**config.mk**
```make
export PLATFORM = sky130hd
export DESIGN_NAME = fetch_stage_flat
export DESIGN_NICKNAME = d
export VERILOG_FILES = /design/src/rtl/fetch_stage_if.sv /design/src/rtl/fetch_stage.sv /design/src/flat_wrapper.sv
export SDC_FILE = /design/constraint.sdc
export NUM_CORES = 1
export LEC_CHECK = 0
export ABC_AREA = 1
export ABC_CLOCK_PERIOD_IN_PS = 3900
export BUFFER_PORTS_ARGS = -buffer_cell sky130_fd_sc_hd__buf_2
export CORE_MARGIN = 5
export CORE_UTILIZATION = 59
export CTS_CLUSTER_SIZE = 16
export DETAILED_ROUTE_END_ITERATION = 6
export PLACE_DENSITY = 0.89
export SLEW_MARGIN = 20
export SYNTH_ARGS = -nofsm -noshare
export SYNTH_HDL_FRONTEND = slang
export SYNTH_SLANG_ARGS = --single-unit
```
**constraint.sdc**
```tcl
create_clock -name clk_i -period 3.9 [get_ports clk_i]
set_clock_uncertainty 0.05 [all_clocks]
set_input_delay 0.585 -clock clk_i [delete_from_list [all_inputs] [get_ports clk_i]]
set_output_delay 0.585 -clock clk_i [all_outputs]
set_load 0.02 [all_outputs]
```
**src/rtl/fetch_stage_if.sv**
```systemverilog
// Instruction-memory request/response bus between the fetch stage and instruction memory.
// Single outstanding request: req/addr/gnt handshake, then rvalid/rdata response.
interface fetch_stage_if;
   logic        imem_req_o;
   logic [31:0] imem_addr_o;
   logic        imem_gnt_i;
   logic        imem_rvalid_i;
   logic [31:0] imem_rdata_i;

   modport master (
      output imem_req_o,
      output imem_addr_o,
      input  imem_gnt_i,
      input  imem_rvalid_i,
      input  imem_rdata_i
   );

   modport slave (
      input  imem_req_o,
      input  imem_addr_o,
      output imem_gnt_i,
      output imem_rvalid_i,
      output imem_rdata_i
   );
endinterface

```
**src/rtl/fetch_stage.sv**
```systemverilog
// Instruction fetch stage: one outstanding imem request feeding the fetch/decode register.
// Define FETCH_PERF_CNT_EN to build the instruction/bubble performance counters.
module fetch_stage #(
   parameter logic [31:0] BOOT_ADDR = 32'h0000_0000,
   parameter logic [31:0] NOP_INSTR = 32'h0000_0013
) (
   input  logic                 clk_i,
   input  logic                 rst_i,
   fetch_stage_if.master        imem,
   input  logic                 stall_i,
   input  logic                 exec_br_taken_i,
   input  logic [31:0]          exec_br_target_i,
   output logic [31:0]          dec_instr_o,
   output logic [31:0]          dec_pc_o,
   output logic [31:0]          dec_pcplus_o,
   output logic [31:0]          perf_instr_cnt_o,
   output logic [31:0]          perf_bubble_cnt_o
);

   typedef enum logic [1:0] {S_REQ, S_WAIT, S_HOLD} state_e;

   state_e      state_q, state_d;
   logic [31:0] pc_q, pc_d;
   logic [31:0] req_pc_q, req_pc_d;
   logic        kill_q, kill_d;
   logic [31:0] hold_instr_q, hold_instr_d;
   logic [31:0] hold_pc_q, hold_pc_d;
   logic        hold_valid_q, hold_valid_d;

   logic        req;
   logic        load_en;
   logic [31:0] load_instr;
   logic [31:0] load_pc;
   logic [31:0] br_pc;

   assign br_pc = exec_br_target_i & ~32'd3;

   always_comb begin
      state_d      = state_q;
      pc_d         = pc_q;
      req_pc_d     = req_pc_q;
      kill_d       = kill_q;
      hold_instr_d = hold_instr_q;
      hold_pc_d    = hold_pc_q;
      hold_valid_d = hold_valid_q;
      req          = 1'b0;
      load_en      = 1'b0;
      load_instr   = imem.imem_rdata_i;
      load_pc      = req_pc_q;

      unique case (state_q)
         S_REQ: begin
            req = 1'b1;
            if (exec_br_taken_i) begin
               pc_d = br_pc;
               // The granted fetch was for the old path; its response must be dropped.
               if (imem.imem_gnt_i) begin
                  state_d = S_WAIT;
                  kill_d  = 1'b1;
               end
            end else if (imem.imem_gnt_i) begin
               req_pc_d = pc_q;
               pc_d     = pc_q + 32'd4;
               state_d  = S_WAIT;
            end
         end
         S_WAIT: begin
            if (!imem.imem_rvalid_i) begin
               if (exec_br_taken_i) begin
                  pc_d   = br_pc;
                  kill_d = 1'b1;
               end
            end else if (exec_br_taken_i || kill_q) begin
               if (exec_br_taken_i) pc_d = br_pc;
               kill_d  = 1'b0;
               state_d = S_REQ;
            end else if (stall_i) begin
               hold_instr_d = imem.imem_rdata_i;
               hold_pc_d    = req_pc_q;
               hold_valid_d = 1'b1;
               state_d      = S_HOLD;
            end else begin
               // Back-to-back: deliver this response and issue the next fetch together.
               load_en = 1'b1;
               req     = 1'b1;
               if (imem.imem_gnt_i) begin
                  req_pc_d = pc_q;
                  pc_d     = pc_q + 32'd4;
               end else begin
                  state_d = S_REQ;
               end
            end
         end
         S_HOLD: begin
            load_instr = hold_instr_q;
            load_pc    = hold_pc_q;
            if (exec_br_taken_i) begin
               pc_d         = br_pc;
               hold_valid_d = 1'b0;
               state_d      = S_REQ;
            end else if (!stall_i) begin
               load_en      = hold_valid_q;
               hold_valid_d = 1'b0;
               state_d      = S_REQ;
            end
         end
         default: state_d = S_REQ;
      endcase
   end

   assign imem.imem_req_o  = req;
   assign imem.imem_addr_o = pc_q;

   always_ff @(posedge clk_i) begin
      if (rst_i) begin
         state_q      <= S_REQ;
         pc_q         <= BOOT_ADDR;
         req_pc_q     <= 32'd0;
         kill_q       <= 1'b0;
         hold_instr_q <= 32'd0;
         hold_pc_q    <= 32'd0;
         hold_valid_q <= 1'b0;
      end else begin
         state_q      <= state_d;
         pc_q         <= pc_d;
         req_pc_q     <= req_pc_d;
         kill_q       <= kill_d;
         hold_instr_q <= hold_instr_d;
         hold_pc_q    <= hold_pc_d;
         hold_valid_q <= hold_valid_d;
      end
   end

   // Redirect outranks stall: the decode register is flushed even while decode is stalled.
   always_ff @(posedge clk_i) begin
      if (rst_i) begin
         dec_instr_o  <= NOP_INSTR;
         dec_pc_o     <= 32'd0;
         dec_pcplus_o <= 32'd0;
      end else if (exec_br_taken_i) begin
         dec_instr_o  <= NOP_INSTR;
         dec_pc_o     <= 32'd0;
         dec_pcplus_o <= 32'd0;
      end else if (load_en) begin
         dec_instr_o  <= load_instr;
         dec_pc_o     <= load_pc;
         dec_pcplus_o <= load_pc + 32'd4;
      end else if (!stall_i) begin
         dec_instr_o  <= NOP_INSTR;
         dec_pc_o     <= 32'd0;
         dec_pcplus_o <= 32'd0;
      end
   end

`ifdef FETCH_PERF_CNT_EN
   logic [31:0] instr_cnt_q;
   logic [31:0] bubble_cnt_q;

   always_ff @(posedge clk_i) begin
      if (rst_i) begin
         instr_cnt_q  <= 32'd0;
         bubble_cnt_q <= 32'd0;
      end else begin
         if (load_en && !exec_br_taken_i) instr_cnt_q <= instr_cnt_q + 32'd1;
         if (exec_br_taken_i || (!load_en && !stall_i)) bubble_cnt_q <= bubble_cnt_q + 32'd1;
      end
   end

   assign perf_instr_cnt_o  = instr_cnt_q;
   assign perf_bubble_cnt_o = bubble_cnt_q;
`else
   assign perf_instr_cnt_o  = 32'd0;
   assign perf_bubble_cnt_o = 32'd0;
`endif

endmodule

```
**src/flat_wrapper.sv**
```systemverilog
// flat-port wrapper written by rule: the top's interface ports become plain ports
module fetch_stage_flat 
#(
   parameter logic [31:0] BOOT_ADDR = 32'h0000_0000,
   parameter logic [31:0] NOP_INSTR = 32'h0000_0013
)
  (clk_i, rst_i, stall_i, exec_br_taken_i, exec_br_target_i, dec_instr_o, dec_pc_o, dec_pcplus_o, perf_instr_cnt_o, perf_bubble_cnt_o, imem_imem_req_o, imem_imem_addr_o, imem_imem_gnt_i, imem_imem_rvalid_i, imem_imem_rdata_i);
  fetch_stage_if imem_i ();
  input  logic clk_i;
  input  logic rst_i;
  input  logic stall_i;
  input  logic exec_br_taken_i;
  input  logic [31:0] exec_br_target_i;
  output logic [31:0] dec_instr_o;
  output logic [31:0] dec_pc_o;
  output logic [31:0] dec_pcplus_o;
  output logic [31:0] perf_instr_cnt_o;
  output logic [31:0] perf_bubble_cnt_o;
  output wire logic [$bits(imem_i.imem_req_o)-1:0] imem_imem_req_o;
  output wire logic [$bits(imem_i.imem_addr_o)-1:0] imem_imem_addr_o;
  input wire logic [$bits(imem_i.imem_gnt_i)-1:0] imem_imem_gnt_i;
  input wire logic [$bits(imem_i.imem_rvalid_i)-1:0] imem_imem_rvalid_i;
  input wire logic [$bits(imem_i.imem_rdata_i)-1:0] imem_imem_rdata_i;
  assign imem_imem_req_o = imem_i.imem_req_o;
  assign imem_imem_addr_o = imem_i.imem_addr_o;
  assign imem_i.imem_gnt_i = imem_imem_gnt_i;
  assign imem_i.imem_rvalid_i = imem_imem_rvalid_i;
  assign imem_i.imem_rdata_i = imem_imem_rdata_i;
  fetch_stage #(.BOOT_ADDR(BOOT_ADDR), .NOP_INSTR(NOP_INSTR)) u_core (.clk_i(clk_i), .rst_i(rst_i), .imem(imem_i), .stall_i(stall_i), .exec_br_taken_i(exec_br_taken_i), .exec_br_target_i(exec_br_target_i), .dec_instr_o(dec_instr_o), .dec_pc_o(dec_pc_o), .dec_pcplus_o(dec_pcplus_o), .perf_instr_cnt_o(perf_instr_cnt_o), .perf_bubble_cnt_o(perf_bubble_cnt_o));
endmodule
```
==> summary.txt <==
Critical path
  • CP delay by family, top: buffers and inverters
  • R2R depth: 13
  • Bufs and invs on worst path: 6
  • CP Capture Type: flop
  • Crit path kind: reg -> reg
  • Crit. path cell count: 13
  • Top cell by count, worst path: nand2_1
  • Startpoint types: flop
  • Critical path's largest stage delay: 0.74 ns
  • Required @ worst endpoint: 4.31 ns
  • Slowest-stage cell, CP: ha_2
  • CP arrival: 3.59 ns
  • Worst-path fanout max: 45
  • Critical path cell sequence: inv_1 > ha_2 > buf_4 > inv_2 > nand2_1 > nand2_1 > inv_2 > nand2_1 > nand2_1 > inv_1 > o211ai_1 > nand2_1 > inv_1

Timing
  • Slew Viols, Final: 0
  • Crit share post-route: 81.4%
  • Worst-Margin Slew: 0.964 ns
  • FMAX: 0.315 GHz
  • Unrepaired setup endpoints after global routing: false
  • Final setup vio count: 0
  • Tmin final: 3.18 ns
  • Setup tns final: 0 ns
  • Final Hold Vio Count: 0
  • Hold Slack: 0.310 ns
  • Slew margin rel.: 35.7%

Clocking
  • Clk sinks: 226
  • CTS clock-pin slew for the worst setup and hold paths: 0.06 ns
  • CTS tree: yes
  • Cts repair resizes: 0
  • Root buffer cell: clkbuf_16
  • Post-CTS Setup Inserts: 0
  • Post-cts hold buffer count: 0
  • Num CTS Buffers: 24
  • Clock buffer depth: 3
  • Clock Latency Late Sink: 0.51 ns
  • H-tree depth: 1

Drt
  • Routed WL: 34700 µm
  • Iter 0 DRT Violations: 1336
  • DRC: 0
  • Drt first pass iters: 6
  • Post-DRT Antenna Nets: 0
  • Wirelength per Cell: 15.4 µm
  • Via count: 12400
  • Vias per cell: 5.53

Yosys
  • Syn avg cell area: 6.50 µm²
  • Synth Warn #: 0
  • Synth Area in Adders: 0.633%
  • Yosys top cell by area: dfxtp_1
  • Commonest cells in the netlist: nand2_1 (495), a21oi_1 (238), dfxtp_1 (226)
  • Post-synth cell types: 44
  • Post-synth EDFFs: 0
  • Seq cells post-synth: 226
  • Mux share of post-synthesis cell area: 0.0844%
  • Largest family of logic cells by synthesized area: simple AND/OR/NAND/NOR gates
  • Synth area leaders: dfxtp_1 (38%), nand2_1 (16%), a21oi_1 (10%)
  • Register area share after synthesis: 38.1%
  • Most common cell in the netlist: nand2_1
  • Cells after Synth: 1825
  • Post-synth ARST share: 0%
  • Compound-Gate Fraction of Synth Area: 20.4%
  • Synth Flop Type: dfxtp_1
  • Yosys top cell area share: 38.1%
  • Post-synthesis simple-gate area fraction: 26.9%
  • Netlist Area Pre-Place: 0.0119 mm²
  • Post-Synth XOR/XNOR Area: 0.0738%

Global route
  • Via count of the first global-routing pass: 11200
  • GRT Total Usage: 27.8%
  • Largest net degree at the start of global routing: 105
  • GRT Residual Overflow: 0
  • Global-route wire length before repair: 55300 µm
  • Initial antenna violation count: 1

Place
  • Final GP Congestion: 0.957
  • Port buffer count: 196
  • Hpwl dp: 24400 µm

Worst hold path
  • Hold Path Depth: 3
  • Hold crit path type: in -> reg

Finish
  • Diode count: 0
  • Nets: 2043
  • Register area: 0.00452 mm²
  • P&R area growth vs syn: 13.7%
  • Multi-input gate area: 0.00595 mm²
  • Layout cells sized above 1: 14.7%
  • Fillers: 1712

Floorplanning
  • Num rows: 51
  • Core area: 0.0197 mm²
  • Initial Util: 60.4%
  • Die width: 152 µm
  • Die ar.: 0.0230 mm²
  • IO Count: 263
  • Die Y: 152 µm

Power and ir drop
  • Pwr dens: 564 mW/mm²
  • Peak supply drop: 0.393 mV
  • P_leak: 5.60 nW

Status
  • Status: completed

Flow run
  • Max Cap Viol: 0
-- logic make-up (layout without fill, tap and decap cells) --
family | after synthesis | in the layout
compound gates | 465 | 465
xor+xnor | 1 | 1
fa+ha+maj | 6 | 6
buf+inv | 350 | 445
flops | 226 | 226
mux | 1 | 1
other cells | 1 | 64
simple gates | 775 | 775
-- worst paths after layout --
check / to / slack, ns / from
worst min register to register: u_core.hold_instr_q[31] / 0.39 / u_core.hold_instr_q[31]
worst min-delay path: u_core.imem.imem_addr_o[12] / 0.31 / exec_br_target_i[12]
worst max register to register: u_core.imem.imem_addr_o[9] / 0.72 / u_core.state_q[0]
worst max-delay path: u_core.imem.imem_addr_o[9] / 0.72 / u_core.state_q[0]
-- per-stage QoR --
stage / cells / power (mW) / area, µm² / util [%] / setup slack (ns)
2_1_floorplan: 1888 / 4.61 / 12100 / - / 1.45
3_3_place_gp: 2206 / 5.18 / 12700 / 64.5 / 0.907
3_5_place_dp: 2206 / 5.25 / 12700 / 64.5 / 0.834
4_1_cts: 2248 / 7.56 / 13500 / 68.6 / 0.796
5_1_grt: 2248 / 8.01 / 13500 / 68.6 / 0.426
6_report: 2248 / 7.60 / 13500 / 68.6 / 0.724
-- flip-flops by register name, indices dropped and copies added (netlist names) --
name / flops
u_core.hold_pc_q: 32
u_core.req_pc_q: 32
u_core.hold_valid_q: 1
u_core.dec_pc_o: 30
u_core.dec_instr_o: 32
u_core.state_q: 2
u_core.kill_q: 1
u_core.imem.imem_addr_o: 32
u_core.dec_pcplus_o: 32
u_core.hold_instr_q: 32
-- where the power goes --
group          internal, mW  leakage [nW]  switching, mW
logic                 0.703          3.37           1.72
registers              2.55          1.83          0.316
clock network          1.40         0.393          0.918
total                  4.65          5.60           2.95
-- final cells by class --
class	count	area share (%)
well taps	265	2.46
flip-flops and latches	226	33.5
clock inverters	8	0.733
inverters	184	5.12
multi-input cells	1312	44.1
clock buffers	34	5.26
repair buffers	219	8.74
-- cell usage in the layout, fill, tap and decap left out, types with 2 or more instances in the layout --
master      Yosys  layout
clkinvlp_4      0       2
o221ai_1        2       2
nor2_2          4       4
nor2_4          4       4
buf_12          0       2
clkbuf_8        0       5
and2_1          4       4
conb_1          1      64
buf_4          70      21
o21ai_0       167     167
nor3_1         11      11
a211oi_1        2       2
o21bai_1        3       3
o21ai_2         4       4
inv_2          11      12
clkbuf_16       0      25
clkbuf_1       72       4
nand4_1        11      11
nor2_1        104     104
or2_2           2       2
buf_2          16     196
a21oi_1       238     238
dfxtp_1       226     226
nand3_1       133     133
ha_1            6       5
clkinv_2        0       3
o21ai_1        23      23
o211ai_1        7       7
bufinv_16       0       2
nand2_1       495     494
inv_1         172     171
nand2_2         3       4
o22ai_1         3       3
a31oi_1         9       9
-- per-layer routing --
layer / share of wire, % / vias up / GRT usage, %
li1: - / 6084 / -
met1: 41 / 5636 / 37.3
met2: 47 / 614 / 45.7
met3: 9.1 / 94 / 4.71
met4: 2.9 / 2 / 9.46
met5: 0.026 / - / 0
-- tightest hold or removal path, delay by kind of cell --
kind	cells	cell delay, ns
and+or+nand+nor	1	0.07
AOI/OAI and AO/OA	1	0.07
buffers and inverters	1	0.10
Note: power is estimated with default switching activity, not from simulation.
